$ cat src/rtl/flow_pipeline_if.sv
`default_nettype none
// ============================================================================
// Module      : flow_pipeline_if
// Description : Operand/result bundle for the two-stage dot-product unit.
//               The master drives the four operands and samples C; the
//               slave (the pipeline) consumes the operands and drives C.
// Revision    : 1.0 - initial release
// ============================================================================
interface flow_pipeline_if #(
   parameter int WIDTH = 32
);
   logic [WIDTH-1:0] A1;
   logic [WIDTH-1:0] B1;
   logic [WIDTH-1:0] A2;
   logic [WIDTH-1:0] B2;
   logic [WIDTH-1:0] C;

   // Operand source / result consumer side
   modport master (
      output A1,
      output B1,
      output A2,
      output B2,
      input  C
   );

   // Pipeline side
   modport slave (
      input  A1,
      input  B1,
      input  A2,
      input  B2,
      output C
   );
endinterface
`default_nettype wire

$ cat src/rtl/flow_pipeline.sv
`default_nettype none
// ============================================================================
// Module      : flow_pipeline
// Description : Two-stage pipelined dot product C = A1*B1 + A2*B2, all
//               arithmetic unsigned and truncated to WIDTH bits. Stage 1
//               registers both products, stage 2 registers their sum, so a
//               result appears two rising edges after its operands are
//               sampled. One new operand set is accepted every cycle; there
//               is no stall or valid tracking.
// Revision    : 1.0 - initial release
// ============================================================================
module flow_pipeline #(
   parameter int WIDTH = 32
) (
   input  logic                 clk,
   input  logic                 rst_n,
   flow_pipeline_if.slave       bus
);

   // Stage 1 product registers and their next-state values
   logic [WIDTH-1:0] p1_q;
   logic [WIDTH-1:0] p2_q;
   logic [WIDTH-1:0] p1_d;
   logic [WIDTH-1:0] p2_d;

   // Stage 2 result register and its next-state value
   logic [WIDTH-1:0] c_q;
   logic [WIDTH-1:0] c_d;

   // Stage 1: single-cycle combinational multipliers; the assignment context
   // is WIDTH bits, so the upper product bits are dropped here.
   always_comb begin
      p1_d = bus.A1 * bus.B1;
      p2_d = bus.A2 * bus.B2;
   end

   // Stage 2: sum of the registered products, carry out discarded.
   always_comb begin
      c_d = p1_q + p2_q;
   end

   // Both stages advance together; reset clears every stage so a flush
   // mid-stream leaves no stale products behind.
   always_ff @(posedge clk) begin
      if (!rst_n) begin
         p1_q <= '0;
         p2_q <= '0;
         c_q  <= '0;
      end else begin
         p1_q <= p1_d;
         p2_q <= p2_d;
         c_q  <= c_d;
      end
   end

   // The result leaves straight from the stage 2 register.
   assign bus.C = c_q;

endmodule
`default_nettype wire

$ cat src/flat_wrapper.sv
// flat-port wrapper written by rule: the top's interface ports become plain ports
module flow_pipeline_flat 
#(
   parameter int WIDTH = 32
)
  (clk, rst_n, bus_A1, bus_B1, bus_A2, bus_B2, bus_C);
  flow_pipeline_if #(.WIDTH(WIDTH)) bus_i ();
  input  logic clk;
  input  logic rst_n;
  input wire logic [$bits(bus_i.A1)-1:0] bus_A1;
  input wire logic [$bits(bus_i.B1)-1:0] bus_B1;
  input wire logic [$bits(bus_i.A2)-1:0] bus_A2;
  input wire logic [$bits(bus_i.B2)-1:0] bus_B2;
  output wire logic [$bits(bus_i.C)-1:0] bus_C;
  assign bus_i.A1 = bus_A1;
  assign bus_i.B1 = bus_B1;
  assign bus_i.A2 = bus_A2;
  assign bus_i.B2 = bus_B2;
  assign bus_C = bus_i.C;
  flow_pipeline #(.WIDTH(WIDTH)) u_core (.clk(clk), .rst_n(rst_n), .bus(bus_i));
endmodule
$ cat config.mk
export PLATFORM = sky130hd
export DESIGN_NAME = flow_pipeline_flat
export DESIGN_NICKNAME = d
export VERILOG_FILES = /design/src/rtl/flow_pipeline_if.sv /design/src/rtl/flow_pipeline.sv /design/src/flat_wrapper.sv
export SDC_FILE = /design/constraint.sdc
export NUM_CORES = 2
export LEC_CHECK = 0
export CORE_MARGIN = 2
export CORE_UTILIZATION = 58
export DETAILED_ROUTE_END_ITERATION = 12
export PLACE_DENSITY = 0.81
export SYNTH_ARGS = -nofsm -noshare
export SYNTH_HDL_FRONTEND = slang
export SYNTH_SLANG_ARGS = --single-unit
$ cat constraint.sdc
create_clock -name clk -period 7.1 [get_ports clk]
set_clock_uncertainty 0.15 [all_clocks]
set_input_delay 0.71 -clock clk [delete_from_list [all_inputs] [get_ports clk]]
set_output_delay 0.71 -clock clk [all_outputs]
set_load 0.05 [all_outputs]
==> results.sh <==
export IMPL_final_max_slew_violation_count=0
export IMPL_synthArstFlopShare_pct=0
export IMPL_syn_area_um2=35200
export IMPL_numCtsBuffers=9
export IMPL_grt_overflow_total=0
export IMPL_vias=28400
export IMPL_initial_core_util_pct=58.5
export IMPL_dr_pass1_iters=5
export IMPL_die_w_um=250
export IMPL_die_h_um=250
export IMPL_cp_max_fo=5
export IMPL_postSynthCellCount=3900
export IMPL_wl_per_cell_um=19.5
export IMPL_port_buffers=161
export IMPL_clkTransAtPathRegs_ns=0.08
export IMPL_status="finished, final reports clean"
export IMPL_slew_limit_headroom_pct=49.8
export IMPL_die_area_um2=62700
export IMPL_fmax_mhz=141
export IMPL_vias_per_cell=5.50
export IMPL_antenna_found_initial=4
export IMPL_drt_iter0_markers=2138
export IMPL_synth_flop_cell="dfxtp_1"
export IMPL_final_hold_violation_count=0
export IMPL_drtAntennaViolNets=0
export IMPL_drive_above_1_share_pct=18.3
export IMPL_worstHoldPathType="reg -> reg"
export IMPL_grt_max_degree=102
export IMPL_setup_viol=0
export IMPL_ys_top_cells_by_count="fa_1 (817), inv_1 (815), and2_1 (599)"
export IMPL_synth_area_leader_cell="fa_1"
export IMPL_drt_wl_total_um=101000
export IMPL_cp_data_required_time_ns=7.20
export IMPL_drc=0
export IMPL_yosysWarnings=0
export IMPL_timing_hold_ws_ns=0.484
export IMPL_clk_latency_ns=0.35
export IMPL_endpoint_kind="flip-flop"
export IMPL_synth_edf_count=0
export IMPL_critPathKind="in -> reg"
export IMPL_synth_seq_area_share_pct=5.46
export IMPL_nets=5602
export IMPL_worst_pin_slew_ns=0.753
export IMPL_final_area_um2=42600
export IMPL_dp_hpwl_um=80900
export IMPL_max_cap_violations=0
export IMPL_tns_ns=0
export IMPL_grt_total_usage_pct=32.4
export IMPL_cts_tree="done"
export IMPL_gp_congestion=0.987
export IMPL_fillers=4153
export IMPL_ios=162
export IMPL_post_dp_cell_area_um2=40600
export IMPL_clk_path_buf_depth=2
export IMPL_synthDistinctLibCells=62
export IMPL_grt_pass1_wl_um=160000
export IMPL_worstPathArrival_ns=7.19
export IMPL_fin_crit_ns=7.09
export IMPL_synth_nets=5124
export IMPL_startpoint_type="primary input"
export IMPL_finalCritPeriodShare_pct=99.8
export IMPL_clock_sinks=96
export IMPL_grt_pass1_vias=31000
export IMPL_area_growth_pct=20.9
export IMPL_synth_seq_cells=96
export IMPL_avgSynthCellArea_um2=9.03
export IMPL_synth_top_area_share_pct=46.4
export IMPL_dp_slack_ns=-0.777
export IMPL_rows=90
export IMPL_ys_top_cells_by_area="fa_1 (46%), and2_1 (11%), ha_1 (9.8%)"
export IMPL_synth_most_common_cell="fa_1"
export IMPL_coreArea_um2=60200
export IMPL_rsz0062_at_grt="true"
export IMPL_cts_htree_levels=3
export IMPL_cts_root_buffer="clkbuf_16"
export IMPL_cts_hold_buffers=0
export IMPL_fin_ws_ns=0.0120
[worst paths after layout]
path	to	startpoint	slack, ns	cells after the start
worst max-delay path	u_core.p2_q[23]	bus_B2[7]	0.01	26
worst min-delay path	u_core.bus.C[1]	u_core.p2_q[1]	0.48	3
worst max register to register	u_core.bus.C[30]	u_core.p2_q[0]	3.58	13
worst min register to register	u_core.bus.C[1]	u_core.p2_q[1]	0.48	3
[stage by stage]
stage | cells | utilization [%]
after CTS | 5143 | 69.2
after detailed placement | 5061 | 67.3
after floorplan | 3900 | -
final | 5167 | 70.7
after global routing | 5166 | 70.7
after global placement | 5061 | 67.3
[layer usage]
layer | routed length [um] | GRT usage [%] | up-vias | share of wire, %
met2 | 49200 | 54.9 | 1409 | 49
met5 | 11 | 0 | - | 0.011
met3 | 8620 | 4.99 | 426 | 8.5
met4 | 6060 | 15.3 | 2 | 6.0
li1 | - | - | 12400 | -
met1 | 36900 | 41.0 | 14200 | 37
[placed cells by master, fill, tap and decap left out, types with 7 or more instances in the layout]
| cell type | count |
|---|---|
| nor2b_1 | 13 |
| dlymetal6s2s_1 | 20 |
| inv_2 | 43 |
| and3_1 | 11 |
| buf_2 | 16 |
| xor2_1 | 42 |
| o21a_1 | 12 |
| ha_1 | 244 |
| buf_6 | 57 |
| buf_12 | 33 |
| nand3_1 | 12 |
| a21oi_1 | 51 |
| clkbuf_2 | 21 |
| clkbuf_16 | 11 |
| dlygate4sd2_1 | 24 |
| inv_1 | 772 |
| fa_1 | 760 |
| a21o_1 | 32 |
| nor3_1 | 13 |
| xnor2_1 | 140 |
| dfxtp_1 | 96 |
| nor2_1 | 33 |
| o21ai_0 | 35 |
| nand2b_1 | 16 |
| nand4_1 | 7 |
| clkdlybuf4s50_1 | 62 |
| fa_2 | 57 |
| ha_4 | 29 |
| a21oi_2 | 16 |
| and2_1 | 561 |
| and2_4 | 38 |
| nand2_1 | 559 |
| nand2_2 | 7 |
| buf_4 | 407 |
| o21ai_2 | 7 |
[sequential cells by signal, indices dropped and copies added (netlist names)]
| name | count |
|---|---|
| u_core.p1_q | 32 |
| u_core.bus.C | 32 |
| u_core.p2_q | 32 |
[what timing repair did]
action / in CTS / in global routing
endpoints found under the setup margin: 25 / 24
gates resized for setup: 251 / 340
gates cloned: 6 / 2
pin swaps: 88 / 226
buffers inserted: 61 / 28
[critical path, cell delays in order]
cell,delay [ns]
buf_4,0.15
buf_6,0.13
buf_6,0.12
and2_4,0.16
fa_1,0.55
fa_1,0.42
fa_1,0.51
inv_2,0.05
fa_1,0.54
inv_2,0.04
fa_1,0.56
fa_1,0.45
fa_1,0.55
fa_1,0.42
ha_1,0.23
buf_4,0.14
nor3_1,0.15
o21ai_1,0.14
buf_4,0.15
buf_4,0.12
buf_4,0.12
buf_4,0.12
buf_4,0.12
a21boi_0,0.26
xnor2_1,0.11
and2_1,0.16
[cells by family (layout without fill, tap and decap cells)]
logic type / after synthesis / in the layout / share of synthesized area [%]
compound gates: 212 / 212 / 3.93
xor+xnor: 187 / 187 / 4.65
fa+ha+maj: 1094 / 1094 / 56.3
buf+inv: 1002 / 1485 / 10.7
flops: 96 / 96 / 5.46
mux: 2 / 2 / 0.0568
other cells: 0 / 2 / 0
simple gates: 1307 / 1307 / 18.9
[cell type report]
cell class | instances | area, um^2 | share of cell area (%)
clock buffers | 10 | 239 | 0.561
repair buffers | 654 | 5890 | 13.8
multi-input cells | 2802 | 30400 | 71.4
flip-flops and latches | 96 | 1920 | 4.51
well taps | 782 | 978 | 2.30
clock inverters | 6 | 62.6 | 0.147
inverters | 815 | 3060 | 7.18
diodes | 2 | 5.00 | 0.0118
Power is not shown: default switching activity piles up to over one toggle a cycle in this logic, so the estimate is an artifact.
